## src/rtl/head_table.sv

```systemverilog
// Head-pointer table: one {valid, head_ptr} word per hash bucket, with pipelined lookups,
// updates and a run/done RAM clear. Define HEAD_TABLE_BYPASS_EN to forward in-flight updates into lookups.
module head_table #(
   parameter int BUCKET_WIDTH   = 8,
   parameter int HEAD_PTR_WIDTH = 10
) (
   input  logic                      clk_i,
   input  logic                      rst_i,
   input  logic [BUCKET_WIDTH-1:0]   rd_bucket_i,
   input  logic                      rd_en_i,
   output logic                      rd_ready_o,
   output logic [HEAD_PTR_WIDTH-1:0] rd_head_ptr_o,
   output logic                      rd_head_ptr_val_o,
   output logic                      rd_valid_o,
   input  logic [BUCKET_WIDTH-1:0]   wr_bucket_i,
   input  logic [HEAD_PTR_WIDTH-1:0] wr_head_ptr_i,
   input  logic                      wr_head_ptr_val_i,
   input  logic                      wr_en_i,
   output logic                      wr_ready_o,
   input  logic                      clear_ram_run_i,
   output logic                      clear_ram_done_o
);

   localparam int DEPTH  = 2 ** BUCKET_WIDTH;
   localparam int WORD_W = HEAD_PTR_WIDTH + 1;

   typedef enum logic [0:0] {
      ST_IDLE  = 1'b0,
      ST_CLEAR = 1'b1
   } state_e;

   state_e                  state_q, state_d;
   logic [BUCKET_WIDTH-1:0] cnt_q, cnt_d;
   logic                    done_s;

   logic                    rd_fire_s;
   logic                    wr_fire_s;
   logic [WORD_W-1:0]       wr_word_s;
   logic                    ram_we_s;
   logic [BUCKET_WIDTH-1:0] ram_waddr_s;
   logic [WORD_W-1:0]       ram_wdata_s;

   logic [WORD_W-1:0]       mem [DEPTH];
   logic [WORD_W-1:0]       ram_rdata_q;

   logic                    s1_valid_q;
   logic [WORD_W-1:0]       out_word_s;
   logic [WORD_W-1:0]       out_word_q, out_word_d;
   logic                    out_valid_q;

`ifdef HEAD_TABLE_BYPASS_EN
   logic [BUCKET_WIDTH-1:0] s1_bucket_q;
   logic                    s1_hit_q, s1_hit_d;
   logic [WORD_W-1:0]       s1_word_q;
`endif

   assign rd_ready_o        = (state_q == ST_IDLE);
   assign wr_ready_o        = (state_q == ST_IDLE);
   assign rd_fire_s         = rd_en_i && (state_q == ST_IDLE);
   assign wr_fire_s         = wr_en_i && (state_q == ST_IDLE);
   assign wr_word_s         = {wr_head_ptr_val_i, wr_head_ptr_i};
   assign clear_ram_done_o  = done_s;
   assign rd_valid_o        = out_valid_q;
   assign rd_head_ptr_o     = out_word_q[HEAD_PTR_WIDTH-1:0];
   assign rd_head_ptr_val_o = out_word_q[HEAD_PTR_WIDTH];

   // Clear FSM next-state: a run during CLEAR restarts the sweep and drops the pending done
   always_comb begin
      state_d = state_q;
      cnt_d   = cnt_q;
      done_s  = 1'b0;
      case (state_q)
         ST_IDLE: begin
            if (clear_ram_run_i) begin
               state_d = ST_CLEAR;
               cnt_d   = {BUCKET_WIDTH{1'b0}};
            end else begin
               state_d = ST_IDLE;
            end
         end
         ST_CLEAR: begin
            if (clear_ram_run_i) begin
               cnt_d = {BUCKET_WIDTH{1'b0}};
            end else if (cnt_q == {BUCKET_WIDTH{1'b1}}) begin
               done_s  = 1'b1;
               state_d = ST_IDLE;
            end else begin
               cnt_d = cnt_q + BUCKET_WIDTH'(1'b1);
            end
         end
         default: begin
            state_d = ST_IDLE;
            cnt_d   = {BUCKET_WIDTH{1'b0}};
         end
      endcase
   end

   // FSM state and clear counter
   always_ff @(posedge clk_i or posedge rst_i) begin
      if (rst_i) begin
         state_q <= ST_IDLE;
         cnt_q   <= {BUCKET_WIDTH{1'b0}};
      end else begin
         state_q <= state_d;
         cnt_q   <= cnt_d;
      end
   end

   // Write port: the clear sweep owns the port while clearing, otherwise accepted updates
   always_comb begin
      ram_we_s    = 1'b0;
      ram_waddr_s = wr_bucket_i;
      ram_wdata_s = wr_word_s;
      if (state_q == ST_CLEAR) begin
         ram_we_s    = 1'b1;
         ram_waddr_s = cnt_q;
         ram_wdata_s = {WORD_W{1'b0}};
      end else begin
         ram_we_s = wr_fire_s;
      end
   end

   // Dual-port RAM with registered read; read-during-write returns the old word
   always_ff @(posedge clk_i) begin
      if (ram_we_s) begin
         mem[ram_waddr_s] <= ram_wdata_s;
      end
      if (rd_fire_s) begin
         ram_rdata_q <= mem[rd_bucket_i];
      end
   end

`ifdef HEAD_TABLE_BYPASS_EN
   // Forwarding: an update in the accept cycle is captured in stage 1, one in the following cycle overrides at stage 2
   always_comb begin
      s1_hit_d = wr_fire_s && (wr_bucket_i == rd_bucket_i);
      if (wr_fire_s && (wr_bucket_i == s1_bucket_q)) begin
         out_word_s = wr_word_s;
      end else if (s1_hit_q) begin
         out_word_s = s1_word_q;
      end else begin
         out_word_s = ram_rdata_q;
      end
   end

   // Stage-1 forwarding registers
   always_ff @(posedge clk_i or posedge rst_i) begin
      if (rst_i) begin
         s1_bucket_q <= {BUCKET_WIDTH{1'b0}};
         s1_hit_q    <= 1'b0;
         s1_word_q   <= {WORD_W{1'b0}};
      end else if (rd_fire_s) begin
         s1_bucket_q <= rd_bucket_i;
         s1_hit_q    <= s1_hit_d;
         s1_word_q   <= wr_word_s;
      end else begin
         s1_hit_q    <= 1'b0;
      end
   end
`else
   assign out_word_s = ram_rdata_q;
`endif

   // Output word holds its last value between lookups
   always_comb begin
      if (s1_valid_q) begin
         out_word_d = out_word_s;
      end else begin
         out_word_d = out_word_q;
      end
   end

   // Lookup pipeline valid and output registers
   always_ff @(posedge clk_i or posedge rst_i) begin
      if (rst_i) begin
         s1_valid_q  <= 1'b0;
         out_valid_q <= 1'b0;
         out_word_q  <= {WORD_W{1'b0}};
      end else begin
         s1_valid_q  <= rd_fire_s;
         out_valid_q <= s1_valid_q;
         out_word_q  <= out_word_d;
      end
   end

endmodule

```

## config.mk

```make
export PLATFORM = sky130hd
export DESIGN_NAME = head_table
export DESIGN_NICKNAME = d
export VERILOG_FILES = /design/src/rtl/head_table.sv
export SDC_FILE = /design/constraint.sdc
export NUM_CORES = 2
export LEC_CHECK = 0
export BUFFER_PORTS_ARGS = -buffer_cell sky130_fd_sc_hd__clkbuf_2
export CAP_MARGIN = 15
export CORE_UTILIZATION = 63
export CTS_BUF_LIST = sky130_fd_sc_hd__clkbuf_4 sky130_fd_sc_hd__clkbuf_8 sky130_fd_sc_hd__clkbuf_16
export DETAILED_ROUTE_END_ITERATION = 8
export PLACE_DENSITY = 0.82
export SKIP_CTS_REPAIR_TIMING = 1
export SYNTH_ARGS = -nofsm -noshare
export SYNTH_HDL_FRONTEND = slang
export SYNTH_SLANG_ARGS = --single-unit
export TNS_END_PERCENT = 50
```

## constraint.sdc

```tcl
create_clock -name clk_i -period 10.9 [get_ports clk_i]
set_input_delay 1.635 -clock clk_i [delete_from_list [all_inputs] [get_ports clk_i]]
set_output_delay 1.635 -clock clk_i [all_outputs]
set_load 0.01 [all_outputs]
```

# --- Word level (Yosys, flattened, before mapping) ---
# Memory sizes are Yosys's and may differ from the RTL's. A register that Yosys moved wholly into a read port is not among the register bits.
# Cells that the tools add are included.
word_totals:
  regBits: 22
  out_inout_bits: 15
  memories: 1
  elab_cells: 30
  ram_bits: 2816
mem_list:
  columns: ["name", "words", "word_bits", "rd", "rd_clocked_by_memory_dff", "write_ports", "line", "source"]
  rows:
  - ["mem", 256, 11, 1, 1, 1, "43", "logic [WORD_W-1:0] mem [DEPTH];"]
op_classes:
  muxes: 16
  reduce_logical: 3
  n_bitwise: 1
  add_sub_neg: 1
  n_eq_ne: 3
ops:
  columns: ["op", "count"]
  rows:
  - ["two-way mux 8 bit", 4]
  - ["one-hot mux 8 bit (2 select lines)", 1]
  - ["two-way mux 11 bit", 1]
  - ["two-way mux 1 bit", 9]
  - ["adder 8 x 1 -> 8 bit (second input constant)", 1]
  - ["equality test 8 bit (second input constant)", 1]
  - ["inequality test 3 bit (second input constant)", 1]
  - ["logical AND 1 bit", 2]
  - ["inequality test 2 x 1 -> 1 bit (second input constant)", 1]
  - ["one-hot mux 1 bit (2 select lines)", 1]
  - ["AND reduction 2 bit", 1]
  - ["inverter 1 bit", 1]

# --- Logic depth before layout (Yosys ltp) ---
depth:
  ltp_word: 5
  mapped_depth: 12
  depth_no_buf: 7

# --- Worst setup path before layout ---
# OpenSTA, ideal clock, no wires.
synth_path:
  kind: "input port to flip-flop"
  start: "input wr_head_ptr_i[0]"
  end: "memory mem[0][0] in the netlist's numbering (data pin)"
  n_path_buf: 0
  path_stages: 1
  setup_time_ns: 1.447
  slack_ns: 1.674
  t_arrival_ns: 7.780
  path_cell_list: "nor2b_1"
synth_via:
  elab_chain_len: 1
synth_rtl:
  columns: ["item", "line", "source"]
  rows:
  - ["start: declaration", "16", "input logic [HEAD_PTR_WIDTH-1:0] wr_head_ptr_i,"]
  - ["two-way mux 11 bit", "114", "if (state_q == ST_CLEAR) begin"]
  - ["end: declaration", "43", null]
# No other way between the ends.

==> metrics.txt <==
largest net degree at the start of global routing 183; failing checks capacitance limit, slew limit; nature of the critical path startpoint input pin; EDFF count, synth 2827; Max Cap Viol 1; synth top area cells edfxtp_1 (77%), mux4_2 (14%), mux2i_1 (1.7%), nor2_1 (1.0%), dfrtp_1 (0.50%); cell taking the most area after synthesis edfxtp_1; Die X 421 um; crit-path max cell delay 1.32 ns; Ys Warns 0; sequential cell fraction of total power 0.532; die area 0.177 mm^2; Rows 153; WHS Path Cells 1; number of global-route vias before repair 57998; share of synthesized flip-flops with an asynchronous set or reset 0.00772; Initial Util 0.635; HP Class reg2reg; DRT iter0 DRCs 10365; WP buf/inv 3; clock share of power 0.427; f_max 0.180 GHz; Hold Startpoint out_word_s[7]$_DFFE_PP_; drt wl/cell 38.9 um; P_sw 4660 uW; DRC viols 0; TritonRoute pass-1 iters 9; post-synthesis cell type count 58; Tot Pwr 22300 uW; total gr overflow 0; first-pass GRT wire length 424 mm; max_slew headroom -0.0576; core box area 0.174 mm^2; crit path cell chain buf_12, buf_4, buf_4, mux4_2, nor2b_1, a211oi_1, a311oi_1, nor4_1, nor4_1; WHS Endpoint out_word_q[7]$_DFFE_PP0P_; CTS tree done; Leakage 0.0394 uW; cell family with most CP delay buffers and inverters; RSZ-0062 raised after global routing false; root buffer cell clkbuf_16; CP required 11.51 ns; post-synth net total just over 5000; Setup WS pre-CTS about 4.7 ns; layout cell share with drive strength beyond 1 0.262; Arrival @ worst endpoint 6.15 ns; GPL Wtd Cong 0.891; switching share of power 0.209; # IOs 47; Comb pwr share 0.041; Top FF cell, synth edfxtp_1; synthesis-to-finish area growth 11.0%; Worst-Margin Slew 1.57 ns; HPWL Detailed approximately 160 mm; WL final about 300 mm; Avg Vias per Cell approximately 7.4; Int Power about 18000 uW; outcome finished with violations; clock sink total 2849; skew final 0.0474 ns; Final ANT Viol Nets 0; Slowest-stage cell, CP nor4_1; port bufs 46; R2R Setup Slk 5.45 ns; Chip Height 421 um; Mean Syn Cell Area 21.9 um^2; clk_lat worst skew slightly above 0.9 ns; antenna violations before repair 17; Max clock buf depth 4; worst reg2reg path endpoint mem[7][0]$_DFFE_PP_; GR Util All Layers 0.346; Setup CP Type in2reg; final cell count without fillers a little under 8000; Clock transition at path regs 0.06 ns; Reg-to-Reg Start state_q$_DFF_PP0_; placed insts 7288; worst reg2reg path depth 5; min cycle time layout 5.54 ns; Finish-stage setup viols 0; TritonCTS buffer count 288; Fin. Hold Viols 0; commonest non-fill, non-tap cells in the layout edfxtp_1 (2827), mux4_2 (675), clkbuf_16 (299), nor2_1 (291), buf_4 (193); synthesized flop and latch total 2849; Syn Inst Count 5031; CP Capture Type flop; pwr dens 182 mW/mm^2; final worst slack between 5 and 6 ns; register area share after synthesis 0.774; TNS Setup 0 ns; CP max FO 87; layout net count 5327; htree depth 5; commonest non-fill, non-tap cell in the layout edfxtp_1; maximum VDD drop around 0.14 mV; final max-slew violation count 2; Cell Area, Synth 0.110 mm^2; Synth top area share 0.769; Tcrit/Tclk final 0.509; final instance area between 0.1 and 0.15 mm^2; via count 58063; Placement Cell Area around 0.11 mm^2
power by group through the flow:
stage | clock network (uW) | registers [uW] | logic, uW
2_1_floorplan | 0 | 12100 | 591
3_3_place_gp | 0 | 12100 | 849
3_5_place_dp | 0 | 12100 | 861
4_1_cts | 9520 | 11900 | 885
5_1_grt | 9910 | 11900 | 929
6_report | 9530 | 11900 | 915
how the worst max path moves through the flow:
stage / from / to / slack [ns] / cells past startpoint
after floorplan: wr_head_ptr_i[0] / mem[0][0]$_DFFE_PP_ / 1.67 / 1
after global placement: rd_bucket_i[0] / out_word_s[6]$_DFFE_PP_ / 4.63 / 8
after detailed placement: rd_bucket_i[0] / out_word_s[6]$_DFFE_PP_ / 4.68 / 8
after CTS: rd_bucket_i[1] / out_word_s[0]$_DFFE_PP_ / 5.54 / 9
after global routing: rd_bucket_i[0] / out_word_s[3]$_DFFE_PP_ / 5.24 / 9
final: rd_bucket_i[0] / out_word_s[3]$_DFFE_PP_ / 5.36 / 9
Yosys cell counts (all sizes together) (24+ instances only):
cell type,n
o22ai,44
nor3,24
nand2,96
clkbuf,134
o221ai,66
a22oi,34
buf,167
o21ai,24
a211oi,51
a22o,40
nor2b,52
a21oi,67
mux2i,183
mux4,675
nor2,294
edfxtp,2827
nor4,28
a221oi,36
metrics by stage:
step                       util  hold WS [ns]
after floorplan               -         0.380
after global placement    0.651         0.465
after detailed placement  0.651         0.462
after CTS                 0.702         0.492
after global routing      0.704         0.502
final                     0.704         0.486
layout make-up:
| type | instances | area (um^2) |
|---|---|---|
| inverter | 11 | 41.3 |
| timing repair buffer | 274 | 2200 |
| sequential | 2849 | 85400 |
| multi-input combinational | 1870 | 23100 |
| tap | 2325 | 2910 |
| fill | 9023 | 51400 |
| antenna | 14 | 35.0 |
| clock inverter | 120 | 900 |
| clock buffer | 357 | 7930 |
flip-flops by register name, indices dropped and copies added (netlist names):
name	cells
s1_valid_q	1
state_q	1
mem	2816
out_word_q	11
cnt_q	8
out_word_s	11
rd_valid_o	1
layer usage:
layer / global-route usage / wire [um] / vias up
met3: 0.0956 / 40900 / 1193
li1: - / - / 21729
met1: 0.437 / 96000 / 29465
met2: 0.539 / 145000 / 5662
met5: 0 / 84 / -
met4: 0.209 / 21700 / 14
logic make-up after synthesis:
group | share of synthesized area
compound gates | 0.0285
xor+xnor | 0.000317
flops | 0.774
buf+inv | 0.0181
fa+ha+maj | 0.000113
mux | 0.157
simple gates | 0.0227
(Power assumes the default switching activity.)
